**src/rtl/uart_tx_queue_pkg.sv**
```systemverilog
// Shared MMIO definitions for the UART block: register addresses and the
// TX drain FSM state encodings.
package riscv_mmio_defs;

  localparam logic [31:0] UART_CTRL_ADDR     = 32'h8000_0000;
  localparam logic [31:0] UART_RX_DATA_ADDR  = 32'h8000_0004;
  localparam logic [31:0] UART_TX_DATA_ADDR  = 32'h8000_0008;
  localparam logic [31:0] UART_TX_FLUSH_ADDR = 32'h8000_000C;

  localparam logic [0:0] ST_IDLE    = 1'b0;
  localparam logic [0:0] ST_PRESENT = 1'b1;

endpackage

```
**src/rtl/uart_tx_queue_if.sv**
```systemverilog
// CPU-store / UART-transmitter bundle for uart_tx_queue.
// The queue uses the slave modport; the store path plus transmitter side uses master.
interface uart_tx_queue_if #(
  parameter int DEPTH  = 8,
  parameter int DATA_W = 8
);
  localparam int CW = $clog2(DEPTH) + 1;

  logic              enq_valid;
  logic [DATA_W-1:0] enq_data;
  logic              flush;
  logic              full;
  logic              empty;
  logic [CW-1:0]     count;
  logic [DATA_W-1:0] tx_data;
  logic              tx_valid;
  logic              tx_ready;

  modport slave (
    input  enq_valid, enq_data, flush, tx_ready,
    output full, empty, count, tx_data, tx_valid
  );

  modport master (
    output enq_valid, enq_data, flush, tx_ready,
    input  full, empty, count, tx_data, tx_valid
  );
endinterface

```
**src/rtl/uart_tx_queue_storage.sv**
```systemverilog
// DEPTH x DATA_W register array for the TX queue: one write port and an
// asynchronous read of the head entry.
module tx_queue_storage #(
  parameter int DEPTH  = 8,
  parameter int DATA_W = 8,
  parameter int AW     = $clog2(DEPTH)
) (
  input  logic              clk,
  input  logic              we,
  input  logic [AW-1:0]     waddr,
  input  logic [DATA_W-1:0] wdata,
  input  logic [AW-1:0]     raddr,
  output logic [DATA_W-1:0] rdata
);
  logic [DEPTH-1:0][DATA_W-1:0] mem;

  always_ff @(posedge clk) begin
    if (we) mem[waddr] <= wdata;
  end

  assign rdata = mem[raddr];
endmodule

```
**src/rtl/uart_tx_queue.sv**
```systemverilog
// Byte transmit queue between the CPU UART store path and the UART transmitter.
// Define UART_TX_QUEUE_STATS_EN to add the saturating drop_count port.
module uart_tx_queue
  import riscv_mmio_defs::*;
#(
  parameter int DEPTH  = 8,
  parameter int DATA_W = 8
) (
  input  logic            clk,
  input  logic            rst,
`ifdef UART_TX_QUEUE_STATS_EN
  output logic [15:0]     drop_count,
`endif
  uart_tx_queue_if.slave  q
);
  localparam int AW = $clog2(DEPTH);

  logic [AW:0]       wptr, rptr, occ;
  logic [0:0]        state;
  logic [DATA_W-1:0] out_data, head;
  logic              present, fire, can_load, stor_empty, full;
  logic              load_head, bypass, enq_acc;

  // MSB of the pointers separates full (diff == DEPTH) from empty (diff == 0).
  assign occ        = wptr - rptr;
  assign stor_empty = (occ == '0);
  assign full       = (occ == (AW+1)'(DEPTH));
  assign present    = (state == ST_PRESENT);
  assign fire       = present && q.tx_ready;
  assign can_load   = !present || fire;

  assign load_head = can_load && !stor_empty;
  assign bypass    = can_load && stor_empty && q.enq_valid;
  assign enq_acc   = q.enq_valid && !full && !bypass && !q.flush;

  tx_queue_storage #(.DEPTH(DEPTH), .DATA_W(DATA_W)) u_storage (
    .clk   (clk),
    .we    (enq_acc),
    .waddr (wptr[AW-1:0]),
    .wdata (q.enq_data),
    .raddr (rptr[AW-1:0]),
    .rdata (head)
  );

  always_ff @(posedge clk) begin
    if (rst) begin
      wptr     <= '0;
      rptr     <= '0;
      state    <= ST_IDLE;
      out_data <= '0;
    end else if (q.flush) begin
      // Any handshake this cycle has already completed on the UART side.
      rptr  <= wptr;
      state <= ST_IDLE;
    end else begin
      if (enq_acc) wptr <= wptr + 1'b1;
      if (load_head) begin
        rptr     <= rptr + 1'b1;
        out_data <= head;
        state    <= ST_PRESENT;
      end else if (bypass) begin
        out_data <= q.enq_data;
        state    <= ST_PRESENT;
      end else if (fire) begin
        state <= ST_IDLE;
      end
    end
  end

`ifdef UART_TX_QUEUE_STATS_EN
  always_ff @(posedge clk) begin
    if (rst)
      drop_count <= '0;
    else if (q.enq_valid && full && !q.flush && drop_count != 16'hFFFF)
      drop_count <= drop_count + 16'd1;
  end
`endif

  assign q.full     = full;
  assign q.empty    = stor_empty && !present;
  assign q.count    = occ + {{AW{1'b0}}, present};
  assign q.tx_valid = present;
  assign q.tx_data  = out_data;
endmodule

```
**src/flat_wrapper.sv**
```systemverilog
// flat-port wrapper written by rule: the top's interface ports become plain ports
module uart_tx_queue_flat import riscv_mmio_defs::*;
#(
  parameter int DEPTH  = 8,
  parameter int DATA_W = 8
)
  (clk, rst, q_enq_valid, q_enq_data, q_flush, q_tx_ready, q_full, q_empty, q_count, q_tx_data, q_tx_valid);
  uart_tx_queue_if #(.DEPTH(DEPTH), .DATA_W(DATA_W)) q_i ();
  input  logic clk;
  input  logic rst;
  input wire logic [$bits(q_i.enq_valid)-1:0] q_enq_valid;
  input wire logic [$bits(q_i.enq_data)-1:0] q_enq_data;
  input wire logic [$bits(q_i.flush)-1:0] q_flush;
  input wire logic [$bits(q_i.tx_ready)-1:0] q_tx_ready;
  output wire logic [$bits(q_i.full)-1:0] q_full;
  output wire logic [$bits(q_i.empty)-1:0] q_empty;
  output wire logic [$bits(q_i.count)-1:0] q_count;
  output wire logic [$bits(q_i.tx_data)-1:0] q_tx_data;
  output wire logic [$bits(q_i.tx_valid)-1:0] q_tx_valid;
  assign q_i.enq_valid = q_enq_valid;
  assign q_i.enq_data = q_enq_data;
  assign q_i.flush = q_flush;
  assign q_i.tx_ready = q_tx_ready;
  assign q_full = q_i.full;
  assign q_empty = q_i.empty;
  assign q_count = q_i.count;
  assign q_tx_data = q_i.tx_data;
  assign q_tx_valid = q_i.tx_valid;
  uart_tx_queue #(.DEPTH(DEPTH), .DATA_W(DATA_W)) u_core (.clk(clk), .rst(rst), .q(q_i));
endmodule
```
**config.mk**
```make
export PLATFORM = sky130hd
export DESIGN_NAME = uart_tx_queue_flat
export DESIGN_NICKNAME = d
export VERILOG_FILES = /design/src/rtl/uart_tx_queue_pkg.sv /design/src/rtl/uart_tx_queue_if.sv /design/src/rtl/uart_tx_queue_storage.sv /design/src/rtl/uart_tx_queue.sv /design/src/flat_wrapper.sv
export SDC_FILE = /design/constraint.sdc
export NUM_CORES = 1
export LEC_CHECK = 0
export CAP_MARGIN = 20
export CORE_UTILIZATION = 40
export DETAILED_ROUTE_END_ITERATION = 6
export SYNTH_ARGS = -nofsm -noshare
export SYNTH_HDL_FRONTEND = slang
export SYNTH_SLANG_ARGS = --single-unit
```
**constraint.sdc**
```tcl
create_clock -name clk -period 5 [get_ports clk]
set_input_delay 0.75 -clock clk [delete_from_list [all_inputs] [get_ports clk]]
set_output_delay 0.75 -clock clk [all_outputs]
set_load 0.005 [all_outputs]
```
==> flow_summary_export.csv <==
group,metric,value,unit
pwr,power,1.59,mW
critical_path,critPathLaunch,"u_core.rptr[0]",
sta,setup_viol,0,
sta,slew_violations,0,
synth,synth.top_cell.area_share,53.9,%
placed_design,pre_cts_ws,1370,ps
synth,synth_edf_count,64,
placed_design,portBuffers,27,
grt,grt_max_degree,21,
routing,routed_wl,7000,um
job,max_cap_viol_count,0,
finish,design_area,4200,um^2
routing,drt-pass1-iter-count,4,
critical_path,worstSetupPathType,"reg2out",
critical_path,critPathCaptureType,"primary output",
critical_path,slowest_delay,770,ps
clocking,clkLatencyLatePin,340,ps
sta,relSlewSlack,41.4,%
clocking,tritoncts,"done",
clocking,cts_resized,0,
finish,fill_cells,768,
synth,synth_cells,213,
synth,syn-num-nets,234,
synth,synth_area_leader_cell,"edfxtp_1",
synth,ys.flop_type,"edfxtp_1",
pwr,p_per_area,379,nW/um^2
floorplanning,die_w,96.4,um
floorplanning,start_util,41.1,%
routing,via_count,1934,
synth,syn_area,3570,um^2
routing,drc,0,
clocking,ctsHtreeMaxLevel,3,
sta,layout_setup_ws,1030,ps
clocking,clk_path_buf_depth,2,
pwr,ir_drop,183,uV
critical_path,crit_path_cell_trace,"ha_1 -> inv_1 -> fa_1 -> xor2_2 -> nor3_2 -> nand3_1 -> nor2_1 -> clkdlybuf4s50_1",
synth,yosys_register_bits,81,
sta,fin_tns_setup,0,ps
critical_path,worstSetupStartpointType,"register",
grt,grt-ovfl-total,0,
floorplanning,rows,34,
synth,ys_top_cells_by_count,"64 x edfxtp_1, 17 x dfxtp_1, 16 x mux4_2",
min_path,hold_path.class,"reg2reg",
placed_design,hpwl,4500,um
synth,ys_top_cells_by_area,"edfxtp_1 54%, mux4_2 10%, dfxtp_1 9.5%, mux2i_1 2.8%, mux2_2 2.5%",
clocking,path_clk_slew,80,ps
finish,utilization,48.4,%
critical_path,crit_slowest_cell,"dfxtp_1",
clocking,cts.sinks,81,
placed_design,globalplace.congestion,0.754,
synth,seq_area_frac_synth,63.4,%
floorplanning,core-area,8680,um^2
clocking,hold_buffers,0,
critical_path,regToRegStartpoint,"u_core.rptr[0]",
routing,ant_nets,0,
sta,fin_crit_sh,79.4,%
finish,nets,271,
critical_path,arrival,3220,ps
floorplanning,die_y,96.4,um
grt,grt_first_pass_wirelength,10800,um
grt,antenna_found_initial,0,
sta,grt_setup_unrepaired,"no",
clocking,post_cts_buffers,0,
sta,hold_viol_final,0,
run_status,outcome,"finished, final reports clean",
critical_path,critPathMaxFanout,12,
grt,grt_pass1_vias,1913,
routing,via_per_inst,5.33,
critical_path,crit_required,4250,ps
finish,n_antenna_cell,0,
floorplanning,die_area,9300,um^2
finish,area_delta_synth_final,17.7,%
synth,synth-async-reset-ratio,0,%
routing,wire_per_inst,19.3,um
synth,synth_warnings,0,
synth,yosysMostFrequentCell,"edfxtp_1",
sta,layout_min_cycle_time,3970,ps
sta,worst_pin_slew,876,ps
sta,skew,7.07,ps
clocking,cts-root-buf,"clkbuf_8",
clocking,cts_buffers,9,
floorplanning,pin_count,28,
routing,drt_iter0_markers,77,
synth,synth_cell_types,45,
pwr,power.leakage,1.43,nW
placed_design,dpl-instance-area,3960,um^2
finish,drive_above_1_share,23.1,%
grt,grt_usage,16.7,%
synth,syn_area_per_cell,16.7,um^2
critical_path,cp_top_family,"flip-flops",
min_path,holdCritStartpoint,"u_core.q.tx_data[7]",
critical_path,path_buf_inv,2,
sta,clock.fmax,252,MHz
cell families (layout without fill, tap and decap cells):
logic type      after synthesis  in the layout  synth area share [%]
buf+inv                      19             61                  2.98
simple gates                 38             38                  6.18
compound gates               25             25                  6.70
mux                          35             35                  15.8
xor+xnor                      7              7                  1.93
fa+ha+maj                     8              8                  3.02
flops                        81             81                  63.4
worst register-to-register path, cell delays in order (launching register included):
cell,delay [ps]
dfxtp_1,770
ha_1,310
inv_1,60
fa_1,400
xor2_2,260
o311ai_1,170
nand3_1,210
nand2_1,160
nor2_1,710
cell usage in the layout (no fill, tap or decap), drive strengths merged, types with 2 or more instances in the layout:
cell	Yosys	final
nand3	5	5
a31oi	2	2
clkbuf	5	11
dfxtp	17	17
a211oi	3	3
nor2b	3	3
o21ai	2	2
xnor2	3	3
a21oi	2	2
mux4	16	16
clkinv	0	2
nand4	3	3
xor2	4	4
bufinv	0	3
clkdlybuf4s50	0	27
a21o	2	2
nor3b	2	2
edfxtp	64	64
mux2	9	9
mux2i	10	10
nand2	3	3
o2bb2ai	8	8
buf	4	8
inv	10	10
ha	7	7
nor3	8	8
nor2	8	8
final cells by class:
cell class | instances | area (um^2) | share of cell area [%]
clock inverters | 5 | 104 | 2.47
clock buffers | 11 | 131 | 3.13
multi-input cells | 113 | 1200 | 28.5
repair buffers | 35 | 330 | 7.87
flip-flops and latches | 81 | 2260 | 53.9
inverters | 10 | 37.5 | 0.894
well taps | 108 | 135 | 3.22
sequential cells by signal (all words and copies together), names as in the netlist:
register / count
u_core.q.tx_valid: 1
u_core.rptr: 4
u_core.q.tx_data: 8
u_core.wptr: 4
u_core.u_storage.mem: 64
path summary, 6_finish.rpt:
check                                           endpoint  slack (ps)  depth (start not counted)
worst max-delay path                             q_empty        1030                          8
worst min-delay path                 u_core.q.tx_data[7]         470                          1
worst min register to register       u_core.q.tx_data[7]         470                          1
worst max register to register  u_core.u_storage.mem[48]        1590                          8
report_power, final:
part           switching, mW  internal (mW)
Clock                  0.225          0.332
Combinational          0.128          0.137
Sequential            0.0184          0.750
metal layers:
| layer | global-route usage [%] | share of wire [%] | up-vias |
|---|---|---|---|
| li1 | - | - | 920 |
| met1 | 23.8 | 49 | 969 |
| met2 | 25.0 | 46 | 35 |
| met3 | 4.23 | 3.4 | 10 |
| met4 | 5.88 | 1.4 | 0 |
| met5 | 0 | 0 | - |
metrics by stage:
| stage | hold WS, ps | instances |
|---|---|---|
| detailed placement | 448 | 347 |
| global route | 486 | 363 |
| floorplan | 456 | 213 |
| finish | 466 | 363 |
| global placement | 446 | 347 |
| CTS | 473 | 363 |
Power figures use the tool's default switching activity.
